## config.mk

```make
export PLATFORM = sky130hd
export DESIGN_NAME = uart_tx_fifo
export DESIGN_NICKNAME = d
export VERILOG_FILES = /design/src/rtl/uart_tx_fifo.sv
export SDC_FILE = /design/constraint.sdc
export NUM_CORES = 1
export LEC_CHECK = 0
export ABC_CLOCK_PERIOD_IN_PS = 4200
export BUFFER_PORTS_ARGS = -buffer_cell sky130_fd_sc_hd__buf_2
export CAP_MARGIN = 20
export CORE_ASPECT_RATIO = 1.75
export CORE_MARGIN = 3
export CORE_UTILIZATION = 30
export CTS_BUF_LIST = sky130_fd_sc_hd__clkbuf_8
export CTS_CLUSTER_DIAMETER = 30
export CTS_CLUSTER_SIZE = 28
export DETAILED_ROUTE_END_ITERATION = 7
export MAX_ROUTING_LAYER = met4
export SLEW_MARGIN = 20
export SYNTH_ARGS = -nofsm -noshare
export SYNTH_HDL_FRONTEND = slang
export SYNTH_SLANG_ARGS = --single-unit
```

## constraint.sdc

```tcl
create_clock -name sys_clk -period 4.2 [get_ports sys_clk]
set_input_delay 0.63 -clock sys_clk [delete_from_list [all_inputs] [get_ports sys_clk]]
set_output_delay 0.63 -clock sys_clk [all_outputs]
set_load 0.02 [all_outputs]
```

## src/rtl/uart_tx_fifo.sv

```systemverilog
// FIFO-buffered UART transmitter: queued words are sent as start/data/[parity]/stop frames.
// Define UART_TX_PARITY_EN to insert a parity bit (even, or odd with PARITY_ODD=1).
module uart_tx_fifo #(
    parameter int SYS_CLK_FRE = 50_000_000,
    parameter int BPS         = 9_600,
    parameter int BPS_CNT     = SYS_CLK_FRE / BPS,
    parameter int DATA_BITS   = 8,
    parameter int STOP_BITS   = 1,
    parameter int FIFO_DEPTH  = 16,
    parameter int PARITY_ODD  = 0
) (
    input  logic                        sys_clk,
    input  logic                        sys_rst_n,
    input  logic [DATA_BITS-1:0]        tx_data,
    input  logic                        tx_valid,
    output logic                        tx_ready,
    output logic                        uart_txd,
    output logic                        tx_busy,
    output logic [$clog2(FIFO_DEPTH):0] fifo_level
);

    localparam int AW = $clog2(FIFO_DEPTH);
    localparam int LW = AW + 1;
    localparam logic [LW-1:0] DEPTH_L   = LW'(FIFO_DEPTH);
    localparam logic [15:0]   BAUD_LAST = 16'(BPS_CNT - 1);
    localparam logic [3:0]    DATA_LAST = 4'(DATA_BITS - 1);
    localparam logic [3:0]    STOP_LAST = 4'(STOP_BITS - 1);

    // Elaboration-time guards on the legal parameter space
    if (SYS_CLK_FRE <= 0 || BPS <= 0) begin : g_bad_clk
        $error("SYS_CLK_FRE and BPS must be positive");
    end
    if (BPS_CNT < 4 || BPS_CNT > 65535) begin : g_bad_bps
        $error("BPS_CNT out of range 4..65535");
    end
    if (DATA_BITS < 5 || DATA_BITS > 9) begin : g_bad_data
        $error("DATA_BITS out of range 5..9");
    end
    if (STOP_BITS != 1 && STOP_BITS != 2) begin : g_bad_stop
        $error("STOP_BITS must be 1 or 2");
    end
    if (FIFO_DEPTH < 2 || FIFO_DEPTH > 256 || (FIFO_DEPTH & (FIFO_DEPTH - 1)) != 0) begin : g_bad_depth
        $error("FIFO_DEPTH must be a power of 2 in 2..256");
    end
    if (PARITY_ODD != 0 && PARITY_ODD != 1) begin : g_bad_parity
        $error("PARITY_ODD must be 0 or 1");
    end

    typedef enum logic [2:0] {
        ST_IDLE,
        ST_START,
        ST_DATA,
`ifdef UART_TX_PARITY_EN
        ST_PARITY,
`endif
        ST_STOP
    } state_e;

    state_e                 state_q, state_d;
    logic [15:0]            baud_q, baud_d;
    logic [3:0]             bit_q, bit_d;
    logic [DATA_BITS-1:0]   shift_q, shift_d;
    logic                   txd_q, txd_d;
    logic [AW-1:0]          wr_ptr_q, wr_ptr_d;
    logic [AW-1:0]          rd_ptr_q, rd_ptr_d;
    logic [LW-1:0]          level_q, level_d;
    logic [DATA_BITS-1:0]   mem_q [FIFO_DEPTH];
`ifdef UART_TX_PARITY_EN
    localparam logic ODD_BIT = (PARITY_ODD != 0);
    logic                   parity_q, parity_d;
`endif

    logic                   push;
    logic                   pop;
    logic                   bit_end;
    logic [DATA_BITS-1:0]   head;

    assign head     = mem_q[rd_ptr_q];
    assign tx_ready = (level_q < DEPTH_L);
    assign push     = tx_valid && tx_ready;
    assign bit_end  = (baud_q == BAUD_LAST);

    always_comb begin
        state_d = state_q;
        baud_d  = baud_q + 16'd1;
        bit_d   = bit_q;
        shift_d = shift_q;
        pop     = 1'b0;
`ifdef UART_TX_PARITY_EN
        parity_d = parity_q;
`endif
        case (state_q)
            ST_IDLE: begin
                baud_d = '0;
                if (level_q != '0) begin
                    pop     = 1'b1;
                    state_d = ST_START;
                end
            end
            ST_START: begin
                if (bit_end) begin
                    baud_d  = '0;
                    bit_d   = '0;
                    state_d = ST_DATA;
                end
            end
            ST_DATA: begin
                if (bit_end) begin
                    baud_d  = '0;
                    shift_d = shift_q >> 1;
                    if (bit_q == DATA_LAST) begin
                        bit_d   = '0;
`ifdef UART_TX_PARITY_EN
                        state_d = ST_PARITY;
`else
                        state_d = ST_STOP;
`endif
                    end else begin
                        bit_d = bit_q + 4'd1;
                    end
                end
            end
`ifdef UART_TX_PARITY_EN
            ST_PARITY: begin
                if (bit_end) begin
                    baud_d  = '0;
                    bit_d   = '0;
                    state_d = ST_STOP;
                end
            end
`endif
            ST_STOP: begin
                if (bit_end) begin
                    baud_d = '0;
                    if (bit_q == STOP_LAST) begin
                        bit_d = '0;
                        // Chain straight into the next frame when words are waiting
                        if (level_q != '0) begin
                            pop     = 1'b1;
                            state_d = ST_START;
                        end else begin
                            state_d = ST_IDLE;
                        end
                    end else begin
                        bit_d = bit_q + 4'd1;
                    end
                end
            end
            default: begin
                state_d = ST_IDLE;
                baud_d  = '0;
                bit_d   = '0;
            end
        endcase

        if (pop) begin
            shift_d = head;
`ifdef UART_TX_PARITY_EN
            parity_d = (^head) ^ ODD_BIT;
`endif
        end

        // Line value is decoded from the next state so the output stays a plain flop
        case (state_d)
            ST_IDLE:   txd_d = 1'b1;
            ST_START:  txd_d = 1'b0;
            ST_DATA:   txd_d = shift_d[0];
`ifdef UART_TX_PARITY_EN
            ST_PARITY: txd_d = parity_d;
`endif
            ST_STOP:   txd_d = 1'b1;
            default:   txd_d = 1'b1;
        endcase
    end

    always_comb begin
        wr_ptr_d = push ? wr_ptr_q + AW'(1) : wr_ptr_q;
        rd_ptr_d = pop  ? rd_ptr_q + AW'(1) : rd_ptr_q;
        case ({push, pop})
            2'b10:   level_d = level_q + LW'(1);
            2'b01:   level_d = level_q - LW'(1);
            default: level_d = level_q;
        endcase
    end

    always_ff @(posedge sys_clk or negedge sys_rst_n) begin
        if (!sys_rst_n) begin
            state_q  <= ST_IDLE;
            baud_q   <= '0;
            bit_q    <= '0;
            shift_q  <= '0;
            txd_q    <= 1'b1;
            wr_ptr_q <= '0;
            rd_ptr_q <= '0;
            level_q  <= '0;
`ifdef UART_TX_PARITY_EN
            parity_q <= 1'b0;
`endif
        end else begin
            state_q  <= state_d;
            baud_q   <= baud_d;
            bit_q    <= bit_d;
            shift_q  <= shift_d;
            txd_q    <= txd_d;
            wr_ptr_q <= wr_ptr_d;
            rd_ptr_q <= rd_ptr_d;
            level_q  <= level_d;
`ifdef UART_TX_PARITY_EN
            parity_q <= parity_d;
`endif
        end
    end

    always_ff @(posedge sys_clk) begin
        if (push) begin
            mem_q[wr_ptr_q] <= tx_data;
        end
    end

    assign uart_txd   = txd_q;
    assign tx_busy    = (state_q != ST_IDLE) || (level_q != '0);
    assign fifo_level = level_q;

endmodule
```

; After elaboration in Yosys (flattened, before gate mapping)
; Memory sizes are Yosys's and may differ from the RTL's.
; Index checks and enable logic that the tools add are counted.
[word_totals]
register_bits = 45
mem_bits_rw = 128
inputBits = 11
output_inout_bits = 8
elab_cells = 69
mem_count = 1
[mem_list]
columns = memory, depth, width, rd, rd_ports_with_merged_regs, write_ports, line
row1 = mem_q, 16, 8, 1, 0, 1, 67  ; logic [DATA_BITS-1:0] mem_q [FIFO_DEPTH];
[op_classes]
addsub = 6
magnitude_cmp = 1
eq_ne = 12
n_mux = 27
n_bitwise = 1
reduce_logical = 12
[op_table]
columns = operator, count
row1 = 2-to-1 mux 16 bit, 2
row2 = 2-to-1 mux 8 bit, 3
row3 = 2-to-1 mux 4 bit, 5
row4 = 2-to-1 mux 3 bit, 6
row5 = "adder 16 x 1 -> 16 bit, second input constant", 1
row6 = "== test 16 x 13 -> 1 bit, second input constant", 1
row7 = one-hot mux 4 bit (4 select lines), 1
row8 = "adder 4 x 1 -> 4 bit, second input constant", 3
row9 = one-hot mux 3 bit (4 select lines), 1
row10 = one-hot mux 5 bit (2 select lines), 1
row11 = "== test 3 x 2 -> 1 bit, second input constant", 3
row12 = "== test 3 x 1 -> 1 bit, second input constant", 2
row13 = 2-to-1 mux 1 bit, 6
row14 = "inequality test 2 bit, second input constant", 3
row15 = nonzero test 2 bit, 3
row16 = "adder 5 x 1 -> 5 bit, second input constant", 1
row17 = "less-than comparator 5 bit, second input constant", 1
row18 = nonzero test 5 bit, 1
row19 = "subtractor 5 x 1 -> 5 bit, second input constant", 1
row20 = "== test 4 x 3 -> 1 bit, second input constant", 1
row21 = zero test 4 bit, 1
row22 = one-hot mux 1 bit (2 select lines), 2
row23 = AND reduction 4 bit, 1
row24 = zero test 3 bit, 1
row25 = 8 further kinds, 8

; Longest topological paths before layout
; Gate-level depths: netlist of the first run.
[logic_depth]
ltp_word = 7
depth_mapped = 17
depth_no_buf = 16

; Worst setup path before layout of the first run
; Ideal clock, no wire load.
[synth_path]
path_type = reg-to-reg
start = register baud_q[11]
end = register level_q[2] (netlist: fifo_level[2])
setup_ns = 0.132
arrival_time_ns = 3.657
path_slack_ns = 0.412
stages_incl_launch_ff = 16
n_path_buf = 1
synth_period_minus_slack_ns = 3.788
path_cell_list = dfrtp_1 > or4b_1 > or4_4 > o21a_1 > or3_4 > inv_2 > ha_1 > clkbuf_1 > xor2_1 > ha_1 > nand2b_1 > a21oi_1 > a21oi_1 > nor2_1 > o31a_1 > xor2_1
[synth_between]
elab_chain_cells = 5
word_cells_on_any_way = 7
cone_classes = eq/ne: 3 / mux: 3 / reduce/logical: 1
[synth_rtl]
columns = element, line
row1 = "start, declared", 60  ; logic [15:0] baud_q, baud_d;
row2 = "start signal, assigned", 201  ; baud_q <= baud_d;
row3 = == test 16 x 13 -> 1 bit (*), 81  ; assign bit_end = (baud_q == BAUD_LAST);
row4 = 2-to-1 mux 1 bit (*), 133  ; if (bit_end) begin
row5 = one-hot mux 1 bit (2 select lines) (*), 92  ; case (state_q)
row6 = net pop, 74  ; logic pop;
row7 = == test 2 x 1 -> 1 bit or == test 2 bit (tied branches), 179  ; case ({push, pop})
row8 = one-hot mux 5 bit (2 select lines) or nonzero test 2 bit (tied branches), n/a
row9 = "end signal, assigned", 207  ; level_q <= level_d;
row10 = "end, declared", 66  ; logic [LW-1:0] level_q, level_d;
; Mark *: on every way through the listed nets, which the timed path passes. The rest lies on a longest branch.
; A chain may end at the register's enable or synchronous reset.

; Final worst setup path of the first run
[layout_path]
start = register baud_q[5]
end = register level_q[2] (netlist: fifo_level[2])
; The elaborated chain is that of the path after synthesis.

==> flow_metrics.tcl, run 1 <==
set metrics [dict create \
    status "finished clean" \
    firstDrtPassIters 4 \
    crit_chain "or4b_1 -> or4_4 -> o21a_1 -> or3_4 -> inv_2 -> ha_1 -> xor2_1 -> ha_1 -> nand2b_1 -> a21oi_1 -> a21oi_1 -> nor2_1 -> o31a_1 -> xor2_1" \
    synth_edf_count 128 \
    rows 75 \
    r2r_cells 14 \
    hold_buffers 0 \
    worstHoldPathType "in -> async" \
    worstSetupStartpointType "register" \
    synthesis.area_mm2 0.00744 \
    crit_fanout 4 \
    slowest_stage "or4_4" \
    portBuffers 18 \
    cp.arrival_ns 4.12 \
    synth_cell_types 52 \
    yosysSeqAreaShare_pct 66.8 \
    post_cts_buffers 0 \
    cp_num_buf_inv 1 \
    grt_pass1_vias 4177 \
    antenna_cells 0 \
    required_ns 4.55 \
    mostFrequentLayoutCells "128 x edfxtp_1, 46 x nor2_1, 42 x dfrtp_1" \
    area_growth_pct 10.4 \
    drive_above_1_share_pct 22.7 \
    skew_ns 0.0194 \
    hold_ws_ns 0.153 \
    clock.fmax_mhz 265 \
    ys_async_sr_fraction_pct 26.0 \
    critical-path-max-stage-delay_ns 0.58 \
    clkSinkCount 173 \
    fillCellCount 2326 \
    die_x_um 125 \
    vias 3889 \
    mostFrequentLayoutCell "edfxtp_1" \
    ant_nets 0 \
    cts.clk_slew.worst_paths_ns 0.10 \
    die_y_um 214 \
    finalHoldViolCount 0 \
    post-route-min-period_ns 3.78 \
    endpoint_kind "register" \
    path_delay_family "simple AND/OR/NAND/NOR gates" \
    yosysTopAreaCell "edfxtp_1" \
    tns_ns 0 \
    crit_type "reg -> reg" \
    r2r_end "fifo_level[2]" \
    initial_core_util_pct 30.7 \
    pwr_density_cell_mw_per_mm2 555 \
    grt_start_max_net_pins 46 \
    ys_seq_elements 173 \
    setup_violations 0 \
    ios 19 \
    syn_avg_cell_area_um2 15.8 \
    htree_levels 4 \
    clk_path_buf_depth 2 \
    reg2reg_from "baud_q[5]" \
    routed_via_density 4.80 \
    core_area_mm2 0.0242 \
    drt_wl_total_um 13600 \
    clock_latency_ns 0.46 \
    die-area_mm2 0.0268 \
    cts_buffers 17 \
    slew_violations 0 \
    cts_tree "built" \
    final-seq-area_mm2 0.00497 \
    yosys-top-cells-area "edfxtp_1 52%, dfrtp_1 15%, mux4_2 12%, nor2_1 2.3%, ha_1 1.8%" \
    place_area_mm2 0.00786 \
    cts.repair.resized 0 \
    r2r_setup_slack_ns 0.42 \
    drt-initial-drc-count 259 \
    period_share_pct 90.0 \
    grt_usage_pct 10.9 \
    slew_headroom_pct 40.5 \
    rsz0062_at_grt "no" \
    synthFlopType "edfxtp_1" \
    cap_violations 0 \
    ir_worst_vdd_uv 284 \
    syn-num-nets 492 \
    grt_pass1_wl_um 22300 \
    p_leak_nw 2.74 \
    power_mw 4.56 \
    dp.final_hpwl_um 9640 \
    grt_antenna_before_repair 0 \
    fin_area_mm2 0.00822 \
    post-route-drc-count 0 \
    synth_top_area_share_pct 51.6 \
    tightest_slew_ns 0.889 \
    clock-root-buffer "clkbuf_8" \
    yosys_warnings 0 \
    grt-ovfl-total 0 \
    layout.nets 512 \
    gp_congestion 0.830 \
    wire_per_inst_um 16.7 \
    multiInputGateArea_mm2 0.00230 \
    synth_cells 470 \
]
[cell usage after synthesis, drive strengths merged, types with 2 or more instances]
cell type / count
a211oi: 2
a21oi: 14
and3: 3
and4: 2
buf: 8
clkbuf: 18
dfrtp: 44
edfxtp: 128
ha: 11
inv: 13
mux2i: 8
mux4: 40
nand2: 21
nand2b: 7
nand3: 8
nand3b: 3
nand4: 7
nand4b: 2
nor2: 46
nor2b: 5
nor3: 9
o21ai: 16
o31ai: 3
or2: 2
or3: 7
or4: 2
or4b: 2
xnor2: 12
xor2: 12
[worst max path at each step]
stage / startpoint / end / depth (start not counted)
after global placement: baud_q[5] / fifo_level[2] / 14
after CTS: baud_q[5] / fifo_level[2] / 14
final: baud_q[5] / fifo_level[2] / 14
after global routing: baud_q[7] / fifo_level[2] / 14
after floorplan: baud_q[11] / fifo_level[2] / 15
after detailed placement: baud_q[7] / fifo_level[2] / 14
[power breakdown]
group	internal [mW]	leakage [nW]	switching (mW)	total (mW)
sequential	2.03	1.72	0.275	2.31
clock	0.418	0.177	0.612	1.03
combinational	0.657	0.836	0.567	1.22
[flip-flops by register name (all words and copies together), names as in the netlist]
name / count
state_q: 3
mem_q: 128
rd_ptr_q: 4
fifo_level: 5
wr_ptr_q: 4
baud_q: 16
bit_q: 4
uart_txd: 1
shift_q: 8
[through the flow]
step / setup slack [ns] / util (%) / cells
2_1_floorplan: 0.412 / - / 470
3_3_place_gp: 0.524 / 32.5 / 779
3_5_place_dp: 0.440 / 32.5 / 779
4_1_cts: 0.419 / 33.9 / 811
5_1_grt: 0.175 / 33.9 / 811
6_report: 0.422 / 33.9 / 811
[metal layers]
layer | global-route usage, % | vias to the layer above | part of all wire [%]
met1 | 11.0 | 2004 | 38
met5 | - | - | 0
met3 | 2.29 | 11 | 2.5
met4 | 3.91 | 0 | 1.2
met2 | 20.4 | 53 | 58
li1 | - | 1821 | -
[cell families after synthesis]
logic type	after synthesis	synth area share [%]
flops	173	66.8
simple gates	130	8.96
mux	49	13.3
compound gates	43	3.75
buf+inv	39	2.34
xor+xnor	24	2.93
fa+ha+maj	11	1.85
other cells	1	0.0504
[layout make-up]
type,count,share of cell area [%]
Timing Repair Buffer,27,1.95
Clock buffer,17,2.85
Sequential cell,173,60.5
Clock inverter,15,1.42
Multi-Input combinational cell,258,28.0
Inverter,13,0.594
Tap cell,308,4.69
Note: power is estimated with default switching activity, not from simulation.
==> inputs of run 2 (changes only) <==
BUFFER_PORTS_ARGS = -buffer_cell sky130_fd_sc_hd__buf_4   (was -buffer_cell sky130_fd_sc_hd__buf_2)
==> flow_metrics.tcl, run 2 (same netlist as run 1, synthesis figures left out) <==
set metrics [dict create \
    dp.cells 779 \
    ant_nets 0 \
    htree_levels 4 \
    pwr_density_cell_mw_per_mm2 563 \
    setup_violations 0 \
    layoutNonFillerInstCount 811 \
    initial_core_util_pct 30.7 \
    grt_start_max_net_pins 46 \
    dp.final_hpwl_um 9760 \
    crit_type "reg -> reg" \
    clkSinkCount 173 \
    gp_congestion 0.834 \
    ios 19 \
    setup_ws_ns 0.433 \
    period_share_pct 89.7 \
    clock-root-buffer "clkbuf_8" \
    drt-initial-drc-count 255 \
    post-route-min-period_ns 3.77 \
    routed_via_density 4.82 \
    core_area_mm2 0.0242 \
    finalHoldViolCount 0 \
    mostFrequentLayoutCells "128 x edfxtp_1, 46 x nor2_1, 42 x dfrtp_1" \
    hold_buffers 0 \
    drive_above_1_share_pct 23.1 \
    r2r_setup_slack_ns 0.43 \
    clock_latency_ns 0.47 \
    p_leak_nw 2.77 \
    rows 75 \
    grt_pass1_wl_um 22400 \
    worstSetupStartpointType "register" \
    largest_register_ffs 128 \
    worstHoldPathType "in -> async" \
    die_y_um 214 \
    tns_ns 0 \
    crit_fanout 4 \
    drt_wl_total_um 13700 \
    cap_violations 0 \
    grt_pass1_vias 4207 \
    utilization_pct 34.2 \
    cts_buffers 17 \
    vias 3906 \
    rsz0062_at_grt "no" \
    antenna_cells 0 \
    die-area_mm2 0.0268 \
    cp.arrival_ns 4.12 \
    reg_top3 "mem_q: 128 flops, baud_q: 16 flops, shift_q: 8 flops" \
    reg2reg_from "baud_q[7]" \
    r2r_cells 14 \
    required_ns 4.55 \
    regMostFlops "mem_q" \
    post_cts_buffers 0 \
    status "finished clean" \
    firstDrtPassIters 4 \
    area_growth_pct 11.3 \
    clock.fmax_mhz 265 \
    grt_antenna_before_repair 0 \
    grt-ovfl-total 0 \
    grt_usage_pct 11.0 \
    clk_path_buf_depth 2 \
    layout.nets 512 \
    ir_worst_vdd_uv 236 \
    cts.repair.resized 0 \
    endpoint_kind "register" \
    die_x_um 125 \
    pre_cts_ws_ns 0.442 \
    portBuffers 18 \
    post-route-drc-count 0 \
    cts_tree "built" \
    skew_ns 0.0164 \
    tightest_slew_ns 0.886 \
    r2r_end "fifo_level[2]" \
    slew_violations 0 \
    mostFrequentLayoutCell "edfxtp_1" \
    wire_per_inst_um 16.9 \
    power_mw 4.66 \
    slew_headroom_pct 40.7 \
    cts.clk_slew.worst_paths_ns 0.10 \
]
[run 2: report_power, final]
part / leakage (nW) / switching (mW) / internal, mW
clock network: 0.195 / 0.656 / 0.440
logic: 0.851 / 0.570 / 0.679
registers: 1.72 / 0.282 / 2.03
total: 2.77 / 1.51 / 3.15
[run 2: per-layer routing]
layer  wire (um)  vias up  share of wire (%)  GRT usage [%]
met1        5110     2003                 37           11.0
met3         373       19                2.7           2.24
li1            -     1821                  -              -
met4         266        0                1.9           4.20
met2        7980       63                 58           20.5
met5           0        -                  0              -
[run 2: worst max-delay path by stage]
| stage | slack (ns) | depth (start not counted) | end | from |
|---|---|---|---|---|
| 6_report | 0.43 | 14 | fifo_level[2] | baud_q[7] |
| 2_1_floorplan | 0.41 | 15 | fifo_level[2] | baud_q[11] |
| 3_3_place_gp | 0.52 | 14 | fifo_level[2] | baud_q[5] |
| 3_5_place_dp | 0.44 | 14 | fifo_level[2] | baud_q[7] |
| 5_1_grt | 0.20 | 14 | fifo_level[2] | baud_q[7] |
| 4_1_cts | 0.42 | 14 | fifo_level[2] | baud_q[7] |
[run 2: worst max-delay path: stages (launching register included)]
cell and delay [ns]:
dfrtp_1 0.43, or4b_1 0.56, or4_4 0.58, o21a_1 0.21, or3_4 0.37, inv_2 0.09
ha_1 0.18, xor2_1 0.15, ha_1 0.21, nand2b_1 0.15, a21oi_1 0.05, a21oi_1 0.17
nor2_1 0.06, o31a_1 0.29, xor2_1 0.14
[run 2: area by class of cell]
type / instances / area [um2]
fillers: 2344 / 15900
flip-flops and latches: 173 / 4970
multi-input cells: 258 / 2300
well taps: 308 / 385
clock buffers: 17 / 234
repair buffers: 27 / 203
clock inverters: 15 / 143
inverters: 13 / 48.8
[run 2: through the flow]
stage	hold slack, ns	area [um2]
2_1_floorplan	0.334	7440
3_3_place_gp	0.519	7910
3_5_place_dp	0.521	7910
4_1_cts	0.155	8280
5_1_grt	0.188	8280
6_report	0.143	8280
